File: config.mk
export PLATFORM = sky130hd
export DESIGN_NAME = time_entry
export DESIGN_NICKNAME = d
export VERILOG_FILES = /design/src/rtl/microwave_pkg.sv /design/src/rtl/digit_shift_reg.sv /design/src/rtl/time_entry.sv
export SDC_FILE = /design/constraint.sdc
export NUM_CORES = 1
export LEC_CHECK = 0
export CORE_MARGIN = 1.5
export CORE_UTILIZATION = 44
export DETAILED_ROUTE_END_ITERATION = 8
export PLACE_DENSITY = 0.84
export SLEW_MARGIN = 25
export SYNTH_ARGS = -nofsm -noshare
export SYNTH_HDL_FRONTEND = slang
export SYNTH_HIERARCHICAL = 1
export SYNTH_SLANG_ARGS = --single-unit
File: constraint.sdc
create_clock -name clock -period 3.8 [get_ports clock]
set_clock_uncertainty 0.05 [all_clocks]
set_input_delay 0.95 -clock clock [delete_from_list [all_inputs] [get_ports clock]]
set_output_delay 0.95 -clock clock [all_outputs]
set_load 0.02 [all_outputs]
File: src/rtl/microwave_pkg.sv
// microwave_pkg: shared widths, limits, FSM state codes and digit helper for the microwave timer blocks
//   DIGIT_W      - width of one BCD digit
//   MAX_DIGITS   - number of digits the entry register holds
//   SEC_TENS_MAX - largest legal seconds-tens digit
//   ST_*         - time_entry state encoding
package microwave_pkg;
    localparam int DIGIT_W = 4;
    localparam logic [1:0] MAX_DIGITS = 2'd3;
    localparam logic [DIGIT_W-1:0] SEC_TENS_MAX = 4'd5;
    localparam logic [1:0] ST_IDLE  = 2'd0;
    localparam logic [1:0] ST_ENTRY = 2'd1;
    localparam logic [1:0] ST_LOAD  = 2'd2;
    localparam logic [1:0] ST_RUN   = 2'd3;
    function automatic logic is_bcd(input logic [DIGIT_W-1:0] d);
        return d <= 4'd9;
    endfunction
endpackage

File: src/rtl/digit_shift_reg.sv
// digit_shift_reg: three-digit keypad shift register with entered-digit count
//   clock, clr     - clock and synchronous active-high reset
//   clear          - synchronous clear of digits and count
//   shift, din     - shift din in at the ones position, older digits move left
//   min_d, tens_d, ones_d - held digits
//   count          - number of digits entered so far (0..3)
module digit_shift_reg
    import microwave_pkg::*;
(
    input  logic               clock,
    input  logic               clr,
    input  logic               clear,
    input  logic               shift,
    input  logic [DIGIT_W-1:0] din,
    output logic [DIGIT_W-1:0] min_d,
    output logic [DIGIT_W-1:0] tens_d,
    output logic [DIGIT_W-1:0] ones_d,
    output logic [1:0]         count
);
    always_ff @(posedge clock) begin
        if (clr || clear) begin
            min_d  <= '0;
            tens_d <= '0;
            ones_d <= '0;
            count  <= '0;
        end else if (shift) begin
            min_d  <= tens_d;
            tens_d <= ones_d;
            ones_d <= din;
            count  <= count + 2'd1;
        end
    end
endmodule

File: src/rtl/time_entry.sv
// time_entry: keypad time entry FSM that validates M:SS digits and loads/starts the countdown timer
//   clock, clr        - clock and synchronous active-high reset
//   key_valid, key_digit - keypad digit strobe and BCD value
//   start, cancel     - level requests to begin cooking / abort
//   timer_done        - downstream countdown reached zero
//   min_data, sec_tens_data, sec_ones_data - digits to the timer load inputs
//   loadn             - active-low load strobe, low only in LOAD
//   run               - timer count enable, high only in RUN
//   entry_err         - one-cycle pulse for a rejected key or start
module time_entry
    import microwave_pkg::*;
(
    input  logic               clock,
    input  logic               clr,
    input  logic               key_valid,
    input  logic [DIGIT_W-1:0] key_digit,
    input  logic               start,
    input  logic               cancel,
    input  logic               timer_done,
    output logic [DIGIT_W-1:0] min_data,
    output logic [DIGIT_W-1:0] sec_tens_data,
    output logic [DIGIT_W-1:0] sec_ones_data,
    output logic               loadn,
    output logic               run,
    output logic               entry_err
);
    logic [1:0] state, state_n, count;
    logic take_start, start_ok, key_seen, key_bad, shift, clear, err_n;

    // start is only honoured in ENTRY, where it also swallows a coincident key
    assign take_start = state == ST_ENTRY && start;
    assign start_ok   = sec_tens_data <= SEC_TENS_MAX && {min_data, sec_tens_data, sec_ones_data} != '0;
    assign key_seen   = key_valid && (state == ST_IDLE || state == ST_ENTRY) && !take_start;
    assign key_bad    = !is_bcd(key_digit) || count == MAX_DIGITS;
    assign shift      = !cancel && key_seen && !key_bad;
    assign clear      = cancel || (state == ST_RUN && timer_done);
    assign err_n      = !cancel && ((key_seen && key_bad) || (take_start && !start_ok));

    always_comb begin
        state_n = cancel ? ST_IDLE :
                  take_start ? (start_ok ? ST_LOAD : ST_ENTRY) :
                  shift ? ST_ENTRY :
                  state == ST_LOAD ? ST_RUN :
                  (state == ST_RUN && timer_done) ? ST_IDLE : state;
    end

    always_ff @(posedge clock) begin
        if (clr) begin
            state     <= ST_IDLE;
            entry_err <= 1'b0;
        end else begin
            state     <= state_n;
            entry_err <= err_n;
        end
    end

    digit_shift_reg u_digits (
        .clock (clock),
        .clr   (clr),
        .clear (clear),
        .shift (shift),
        .din   (key_digit),
        .min_d (min_data),
        .tens_d(sec_tens_data),
        .ones_d(sec_ones_data),
        .count (count)
    );

    assign loadn = state != ST_LOAD;
    assign run   = state == ST_RUN;
endmodule
==> impl_metrics.ini <==
[cts]
ctsLongestPathBuffers = 2
cts_buffers = 3
clk-insertion-delay-late_ns = 0.29
tritoncts = done
clkTransAtPathRegs_ns = 0.09
cts-hold-fix-buffers = 0
cts.sink_count = 17
clock_root_cell = clkbuf_4
post-cts-setup-buffers = 0
clock_tree.htree_level_count = 1
cts_repair_resize_count = 0

[power]
power.share.clock = 0.304
p_per_area_nw_per_um2 = 305.6
p_sw_frac = 0.2267
p_leak_nw = 0.3421
combinationalPowerShare = 0.109
cell_internal_power_mw = 0.2389
net-switching-power_mw = 0.07004
peakVddDrop_mv = 0.2035
pwr-share-seq = 0.588

[status]
status = finished clean

[worst_setup_path]
cp_max_fo = 8
cp_data_arrival_time_ns = 1.62
regToRegEndpoint = u_digits/tens_d[2]$_SDFFE_PP0P_
path_cells = and2_1 > clkdlybuf4s50_1
critPathLaunchType = register
endpoint_kind = primary output
criticalPathCategory = reg -> out
crit_slowest_cell = clkdlybuf4s50_1
worst_setup_path_end = run
critical_path.max_stage_delay_ns = 0.62
reg2reg_setup_slack_ns = 2.25
cp-startpoint = state[1]$_SDFFE_PP0P_
cp_data_required_time_ns = 2.80
r2r.worst_path.cells = 4
critical_path.reg2reg.startpoint = state[1]$_SDFFE_PP0P_

[global_routing]
grt.total_usage = 0.1723
first_global_vias = 586
global_route_wire_length_before_repair_mm = 2.497
grt_max_degree = 16
grt_overflow = 0
grt_antenna_before_repair = 0

[layout]
area.growth.synth_to_final_pct = 32.68
drive_gt1_frac = 0.06731
finish.net_count = 115
layout_commonest_cell = clkdlybuf4s50_1
antenna_cells = 0
commonest_cells_after_routing_fill_and_taps_aside = clkdlybuf4s50_1, dfxtp_1, nor2_1

[floorplan]
initial_core_utilization = 0.4888
coreArea_um2 = 1559
core.rowCount = 14
chipHeight_um = 44.62
top_level_ports = 25
die_area_um2 = 1991
dieWidth_um = 44.62

[logic_synthesis]
synth.ff_latch_count = 17
post_synthesis_cell_area_um2 = 762.0
synthDistinctLibCells = 28
mappedNetlistNets = 89
synth_warnings = 6
avgSynthCellArea_um2 = 9.645
syn_inst = 79
synth-seq-area-share = 0.4466

[sta]
unrepaired_setup_endpoints_after_global_routing = false
worst_slew_margin_rel = 0.6663
timing_max_transition_violations_final = 0
finalSetupViolCount = 0
timing_hold_violations_final = 0
post-route-min-period_ns = 2.623
achievable-frequency_mhz = 381.2
max_slew.worst_pin.slew_ns = 0.5005
setup_total_negative_slack_ns = 0
timing.final.crit_share = 0.6903
worst_hold_slack_after_final_layout_ns = 0.4907

[placed_design]
portBuffers = 24
dp_hpwl_mm = 1.215
gp_routability_congestion = 0.8931

[routing]
drt_pre_antenna_iters = 4
route.antenna.remaining_nets = 0
vias = 652
initialDrtViolationCount = 11
post_drt_via_cell_ratio = 5.433
routed_wirelength_mm = 1.590
route.detailed.drc = 0
routed_wire_length_per_instance_um = 13.25

[worst_hold_path]
worst_hold_path_type = reg -> reg

[flow_run]
drv.max_cap_violation_count = 0
-- power by group through the flow --
stage	clock network (mW)	registers, mW	logic (mW)
after detailed placement	0	0.186	0.0335
final	0.0938	0.182	0.0336
after floorplan	0	0.187	0.0204
after CTS	0.0983	0.182	0.0337
after global routing	0.106	0.182	0.0363
after global placement	0	0.186	0.0330
-- sequential cells by signal (all words and copies together) (netlist names) --
register,flops
u_digits/min_d,4
state,2
u_digits/ones_d,4
u_digits/count,2
u_digits/tens_d,4
entry_err,1
-- critical path: cells and delay by family, from the launching register on --
kind	cells	cell delay, ns
buffers and inverters	1	0.62
and+or+nand+nor	1	0.24
DFF	1	0.47
-- metrics by stage --
step	worst slack [ns]	power [mW]	instance area, µm²	std cells	utilization
finish	1.177	0.3089	1011	120	0.6485
global route	1.091	0.3242	1011	120	0.6485
CTS	1.177	0.3136	1011	120	0.6485
detailed placement	1.191	0.2192	984.7	116	0.6316
global placement	1.263	0.2186	984.7	116	0.6316
floorplan	1.749	0.2071	762.0	79	-
-- cell families after synthesis --
family | count (synthesis) | share of synthesized area
buf+inv | 5 | 0.06403
xor+xnor | 1 | 0.01150
mux | 12 | 0.1576
flops | 17 | 0.4466
compound gates | 12 | 0.1051
simple gates | 32 | 0.2151
-- synth_stat cells --
master	count	share of area
dfxtp_1	17	0.45
nor2_1	14	0.069
mux2i_1	12	0.16
a21oi_1	5	0.033
nand2_1	3	0.015
buf_6	2	0.030
nor2b_1	2	0.016
nor3_1	2	0.013
nor4_1	2	0.016
or2_1	2	0.016
a211o_1	1	0.011
a21bo_2	1	0.013
a21o_1	1	0.0099
a22oi_1	1	0.0099
and2_1	1	0.0082
and3_1	1	0.0082
buf_4	1	0.0099
buf_8	1	0.020
inv_1	1	0.0049
nand3_1	1	0.0066
nand3b_1	1	0.0099
nand4b_1	1	0.011
nor2_2	1	0.0082
nor4_2	1	0.016
o21a_1	1	0.0099
o21ai_1	1	0.0066
o32ai_1	1	0.011
xnor2_1	1	0.011
-- routing by layer --
| metal | vias to the layer above | part of all wire | global-route usage |
|---|---|---|---|
| met2 | 15 | 0.50 | 0.2928 |
| met4 | 0 | 0.0088 | 0.05455 |
| met5 | - | 0 | 0 |
| li1 | 326 | - | - |
| met1 | 309 | 0.45 | 0.2075 |
| met3 | 2 | 0.042 | 0.04898 |
-- worst min-delay path by stage --
| stage | start | depth (start not counted) | slack, ns | endpoint |
|---|---|---|---|---|
| after floorplan | u_digits/count[0]$_SDFFE_PP0P_ | 2 | 0.45 | u_digits/count[1]$_SDFFE_PP0P_ |
| after global placement | u_digits/min_d[0]$_SDFFE_PP0P_ | 2 | 0.45 | u_digits/min_d[0]$_SDFFE_PP0P_ |
| after detailed placement | u_digits/min_d[3]$_SDFFE_PP0P_ | 2 | 0.48 | u_digits/min_d[3]$_SDFFE_PP0P_ |
| after CTS | u_digits/min_d[3]$_SDFFE_PP0P_ | 2 | 0.49 | u_digits/min_d[3]$_SDFFE_PP0P_ |
| after global routing | u_digits/count[0]$_SDFFE_PP0P_ | 2 | 0.52 | u_digits/count[1]$_SDFFE_PP0P_ |
| final | u_digits/min_d[3]$_SDFFE_PP0P_ | 2 | 0.49 | u_digits/min_d[3]$_SDFFE_PP0P_ |
-- area by class of cell --
| class | count | area [µm²] |
|---|---|---|
| flip-flops and latches | 17 | 340.3 |
| well taps | 16 | 20.02 |
| repair buffers | 25 | 247.7 |
| multi-input cells | 57 | 372.9 |
| inverters | 1 | 3.754 |
| clock buffers | 4 | 26.28 |
| fillers | 127 | 548.0 |
Power figures use the tool's default switching activity.
==> patch 1 (config.mk and constraints unchanged) <==
Add an input register stage for `clr`, `key_valid`, `key_digit`, `start`, `cancel` and `timer_done`, without a reset; this delays them by one clock. Comments in the files are not updated.
--- a/src/rtl/time_entry.sv
+++ b/src/rtl/time_entry.sv
@@ -25,26 +25,43 @@
     output logic               entry_err
 );
+
+    logic clr_q;
+    logic key_valid_q;
+    logic [DIGIT_W-1:0] key_digit_q;
+    logic start_q;
+    logic cancel_q;
+    logic timer_done_q;
+
+    always_ff @(posedge clock) begin
+        clr_q        <= clr;
+        key_valid_q  <= key_valid;
+        key_digit_q  <= key_digit;
+        start_q      <= start;
+        cancel_q     <= cancel;
+        timer_done_q <= timer_done;
+    end
+
     logic [1:0] state, state_n, count;
     logic take_start, start_ok, key_seen, key_bad, shift, clear, err_n;
 
     // start is only honoured in ENTRY, where it also swallows a coincident key
-    assign take_start = state == ST_ENTRY && start;
+    assign take_start = state == ST_ENTRY && start_q;
     assign start_ok   = sec_tens_data <= SEC_TENS_MAX && {min_data, sec_tens_data, sec_ones_data} != '0;
-    assign key_seen   = key_valid && (state == ST_IDLE || state == ST_ENTRY) && !take_start;
-    assign key_bad    = !is_bcd(key_digit) || count == MAX_DIGITS;
-    assign shift      = !cancel && key_seen && !key_bad;
-    assign clear      = cancel || (state == ST_RUN && timer_done);
-    assign err_n      = !cancel && ((key_seen && key_bad) || (take_start && !start_ok));
+    assign key_seen   = key_valid_q && (state == ST_IDLE || state == ST_ENTRY) && !take_start;
+    assign key_bad    = !is_bcd(key_digit_q) || count == MAX_DIGITS;
+    assign shift      = !cancel_q && key_seen && !key_bad;
+    assign clear      = cancel_q || (state == ST_RUN && timer_done_q);
+    assign err_n      = !cancel_q && ((key_seen && key_bad) || (take_start && !start_ok));
 
     always_comb begin
-        state_n = cancel ? ST_IDLE :
+        state_n = cancel_q ? ST_IDLE :
                   take_start ? (start_ok ? ST_LOAD : ST_ENTRY) :
                   shift ? ST_ENTRY :
                   state == ST_LOAD ? ST_RUN :
-                  (state == ST_RUN && timer_done) ? ST_IDLE : state;
+                  (state == ST_RUN && timer_done_q) ? ST_IDLE : state;
     end
 
     always_ff @(posedge clock) begin
-        if (clr) begin
+        if (clr_q) begin
             state     <= ST_IDLE;
             entry_err <= 1'b0;
@@ -57,8 +74,8 @@
     digit_shift_reg u_digits (
         .clock (clock),
-        .clr   (clr),
+        .clr   (clr_q),
         .clear (clear),
         .shift (shift),
-        .din   (key_digit),
+        .din   (key_digit_q),
         .min_d (min_data),
         .tens_d(sec_tens_data),
Formal check against the unedited RTL: not equivalent (a bounded check fails within 4 cycles, from zero or initial values).
==> patch 1 against the unedited design <==
Sequential cell count rose by 9; wire length is 2.6% higher; power is 45% higher; fmax down 0.24%; worst setup slack got worse by 0.0063 ns; design area is 20% higher; cell count increased by 17%; combinational power down 6%; synthesized area up 24%; largest cell class is now sequential cells.
==> patch 1: results (changes against the unedited design) <==
metric,value,unit,change
worst r2r src,key_digit_q[1]$_DFF_P_,,
"Clk pin slew, worst setup/hold paths",0.13,ns,+0.04 ns
Port Buf Inserts,24,,unchanged
setup bufs post-CTS,0,,unchanged
maximum VDD drop,0.292,mV,+44%
layout cells sized above 1,7.08,%,+0.35 points
CTS Buffer Depth,2,,unchanged
"Largest stage delay, worst path",0.62,ns,about the same
syn_nets,98,,+10%
Total GRT Usage,14.7,%,-2.5 points
worst reg2reg path depth,6,,+2
worst-skew pair later-pin latency,0.31,ns,+0.02 ns
YS warnings,6,,unchanged
final wirelength,1.63,mm,+2.6%
H-tree depth,1,,unchanged
Sum Neg Setup Slack,0,ns,unchanged
hold crit path type,flip-flop to flip-flop,,
"top cells by area, synth","dfxtp_1 (55%), mux2i_1 (13%), nor2_1 (5.6%), a21oi_1 (2.7%), buf_6 (2.4%)",,
xor and xnor area share after synthesis,0.930,%,-0.22 points
Compound-Gate Fraction of Synth Area,8.50,%,-2.0 points
slew margin rel.,66.9,%,+0.26 points
Layout Nets,124,,+7.8%
via count,707,,+8.4%
Post-DP HPWL,1.24,mm,+2.4%
drt initial violations,23,,+12
"Seq/Total Area, Yosys",55.2,%,+11 points
most frequent cells after synthesis,"dfxtp_1 (26), nor2_1 (14), mux2i_1 (12), a21oi_1 (5), nand2_1 (3)",,
first-pass GRT wire length,2.73,mm,+9.4%
status,"complete, no violations",,
initial antenna violation count,0,,unchanged
multiplexer share of the synthesized area,12.7,%,-3.0 points
syn avg cell area,10.7,um^2,+11%
fillcell total,165,,+30%
vias in the first global route,647,,+10%
reg-to-reg endpoint,u_digits/tens_d[1]$_SDFFE_PP0P_,,
via density per instance,5.05,,-7.1%
Cells after DPL,136,,+17%
R2R Setup Slk,2.22,ns,-0.03 ns
Lkg Pwr,0.424,nW,+24%
routability-driven placement congestion ratio,0.774,,-13%
## patch 1: cell count changes in the layout (fill, tap and decap cells not counted)
cell,delta
dfxtp_1,+9
clkbuf_8,+1
clkbuf_1,-1
## patch 1: where the power goes
part / switching, mW / total (mW) / leakage [nW] / internal [mW]
clock network: 0.0740 / 0.133 / 0.0210 / 0.0585
logic: 0.0137 / 0.0317 / 0.190 / 0.0180
registers: 0.00453 / 0.284 / 0.213 / 0.279
total: 0.0922 / 0.448 / 0.424 / 0.356
## patch 1: through the flow
step	area, um^2	setup slack (ns)	total power, mW
after floorplan	942	2.09	0.311
after global placement	1180	1.56	0.321
after detailed placement	1180	1.53	0.322
after CTS	1210	1.16	0.454
after global routing	1210	1.08	0.469
final	1210	1.17	0.448
## patch 1: worst reg2reg max path: stages (launching register included)
cell and delay [ns]:
dfxtp_1 0.33, o21ai_1 0.17, nand4b_1 0.17, nor2b_1 0.17, buf_4 0.28, mux2i_1 0.26, nor2_2 0.04
## patch 1: logic make-up (layout without fill, tap and decap cells)
family / Yosys count / in the layout
AOI/OAI and AO/OA: 12 / 12
muxes: 12 / 12
and+or+nand+nor: 32 / 32
buffers and inverters: 5 / 30
xor gates and xnor gates: 1 / 1
DFF: 26 / 26
## patch 1: layout make-up
cell class	count	share of cell area, %
well taps	27	2.78
inverters	1	0.309
multi-input cells	57	30.7
flip-flops and latches	26	42.8
repair buffers	25	20.4
clock buffers	4	2.99
## patch 1: metal layers
| layer | track usage [%] | wire length, um | part of all wire [%] |
|---|---|---|---|
| met3 | 2.76 | 63 | 3.9 |
| met4 | 7.14 | 8 | 0.49 |
| met5 | 0 | 0 | 0 |
| met2 | 25.9 | 844 | 52 |
| met1 | 17.0 | 715 | 44 |
## patch 1: worst min-delay path by stage
stage | from | slack [ns] | cells past startpoint | endpoint
6_report | key_digit_q[0]$_DFF_P_ | 0.44 | 2 | u_digits/ones_d[0]$_SDFFE_PP0P_
5_1_grt | key_digit_q[0]$_DFF_P_ | 0.50 | 2 | u_digits/ones_d[0]$_SDFFE_PP0P_
4_1_cts | key_digit_q[0]$_DFF_P_ | 0.45 | 2 | u_digits/ones_d[0]$_SDFFE_PP0P_
3_5_place_dp | key_digit_q[0]$_DFF_P_ | 0.42 | 2 | u_digits/ones_d[0]$_SDFFE_PP0P_
3_3_place_gp | key_digit_q[0]$_DFF_P_ | 0.40 | 2 | u_digits/ones_d[0]$_SDFFE_PP0P_
2_1_floorplan | key_digit_q[0]$_DFF_P_ | 0.39 | 2 | u_digits/ones_d[0]$_SDFFE_PP0P_
==> patch 2 (same flow settings) <==
Without the edit above. Set the package constant `DIGIT_W` to 6 (it was 4).
--- a/src/rtl/microwave_pkg.sv
+++ b/src/rtl/microwave_pkg.sv
@@ -5,5 +5,5 @@
 //   ST_*         - time_entry state encoding
 package microwave_pkg;
-    localparam int DIGIT_W = 4;
+    localparam int DIGIT_W = 6;
     localparam logic [1:0] MAX_DIGITS = 2'd3;
     localparam logic [DIGIT_W-1:0] SEC_TENS_MAX = 4'd5;
Ports: changed (resized key_digit, min_data, sec_ones_data and sec_tens_data); port bits go from 25 to 33. No check against the original RTL was run, so the function may have changed too.
==> patch 2 against the unedited design <==
Sequential cell count is 6 higher; synthesized area grew 30%; utilization decreased by 3.0 points; wire length is 28% higher; combinational power decreased by 12%; first-iteration DRC count up 100%; die area grew 28%; cell count up 32%; non-clock buffer count grew 8; design area increased by 33%; worst setup slack improved by 0.096 ns; power increased by 24%; via count grew 22%.
==> patch 2: results (changes against the unedited design) <==
metric,value,unit,change
dominant synthesized flop cell,dfxtp_1,,
"Clk pin slew, worst setup/hold paths",0.12,ns,+0.03 ns
post-CTS sizing,0,,unchanged
H-tree depth,1,,unchanged
"Period Utilization, post-route",66.5,%,-2.5 points
"Seq/Total Area, Yosys",46.3,%,+1.7 points
largest net degree at the start of global routing,22,,+6
worst reg2reg path depth,6,,+2
total CTS buffers,3,,unchanged
"Async S/R FF share, synth",0,%,unchanged
maximum VDD drop,0.210,mV,+3.1%
"top cells by area, synth","dfxtp_1 (46%), mux2i_1 (18%), nor2_1 (7.9%), buf_6 (4.5%), nor4_2 (3.8%)",,
final wirelength,2.04,mm,+28%
Pre-antenna DRT Iters,4,,unchanged
layout cells sized above 1,10.8,%,+4.0 points
status,"complete, no violations",,
worst r2r src,u_digits/count[0]$_SDFFE_PP0P_,,
most frequent cells after synthesis,"dfxtp_1 (23), nor2_1 (21), mux2i_1 (18), nand2_1 (6), buf_6 (4)",,
post-synth cell types,26,,-7.1%
first-pass GRT wire length,3.51,mm,+41%
via density per instance,5.03,,-7.4%
sequential cell area,460,um^2,+35%
placed instance area,1320,um^2,+34%
Total GRT Usage,18.1,%,+0.92 points
Layout Nets,143,,+24%
fillcell total,193,,+52%
biggest regs,"u_digits/min_d (6), u_digits/ones_d (6), u_digits/tens_d (6)",,
CP Max Fanout,6,,-2
antenna cell count,0,,unchanged
Lkg Pwr,0.432,nW,+26%
R2R Setup Slk,2.05,ns,-0.20 ns
critical path arrival,1.53,ns,-0.09 ns
Post-DP HPWL,1.49,mm,+22%
HP Start,state[1]$_SDFFE_PP0P_,,
syn_nets,109,,+22%
pre-CTS setup slack,1.02,ns,-0.169 ns
reg-to-reg endpoint,u_digits/ones_d[5]$_SDFFE_PP0P_,,
vias in the first global route,770,,+31%
critical path startpoint,state[1]$_SDFFE_PP0P_,,
hold crit path type,flip-flop to flip-flop,,
initial antenna violation count,0,,unchanged
Port Buf Inserts,32,,+33%
CTS Root Buffer Type,clkbuf_4,,
Setup crit end,run,,
actual slew at the worst max-slew pin,0.693,ns,+0.193 ns
WHS Path Cells,1,,-1
drt initial violations,22,,+11
routability-driven placement congestion ratio,0.719,,-20%
-- patch 2: cell families (layout without fill, tap and decap cells) --
group,after synthesis,in the layout,synth area share [%]
AO/OA/AOI/OAI,9,9,7.68
XOR/XNOR,1,1,0.882
buffers and inverters,6,39,5.29
flip-flops,23,23,46.3
multiplexers,18,18,18.1
AND/OR/NAND/NOR,40,40,21.7
-- patch 2: where the power goes --
part           internal [mW]  switching, mW  leakage, nW  total [mW]
clock network         0.0409         0.0688       0.0150       0.110
logic                 0.0168         0.0129        0.231      0.0297
registers              0.242       0.000773        0.185       0.243
total                  0.300         0.0825        0.432       0.382
-- patch 2: per-layer routing --
layer  vias to the layer above  global-route usage (%)  wire [um]
li1                        400                       -          -
met1                       369                    25.4        919
met2                        22                    28.1       1010
met3                         4                    2.08         81
met4                         0                    8.11         31
met5                         -                       0          0
-- patch 2: worst min path at each step --
stage / end / slack, ns
floorplan: entry_err$_SDFF_PP0_ / 0.44
global placement: u_digits/min_d[3]$_SDFFE_PP0P_ / 0.46
detailed placement: u_digits/min_d[3]$_SDFFE_PP0P_ / 0.46
CTS: entry_err$_SDFF_PP0_ / 0.49
global route: u_digits/min_d[4]$_SDFFE_PP0P_ / 0.52
finish: entry_err$_SDFF_PP0_ / 0.49
-- patch 2: worst max-delay path, stage by stage (launching register included) --
cell and delay [ns]:
dfxtp_1 0.44, and2_1 0.18, clkdlybuf4s50_1 0.61
-- patch 2: area by class of cell --
| type | instances | share of cell area [%] |
|---|---|---|
| sequential | 23 | 34.3 |
| clock buffer | 4 | 1.96 |
| timing repair buffer | 33 | 24.4 |
| multi-input combinational | 68 | 36.2 |
| tap | 28 | 2.61 |
| inverter | 2 | 0.559 |
-- patch 2: stage by stage --
step                hold WS (ns)  cells  power, mW
finish                     0.489    158      0.382
CTS                        0.491    158      0.385
global placement           0.457    154      0.278
floorplan                  0.442     97      0.264
detailed placement         0.464    154      0.278
global route               0.517    158      0.400
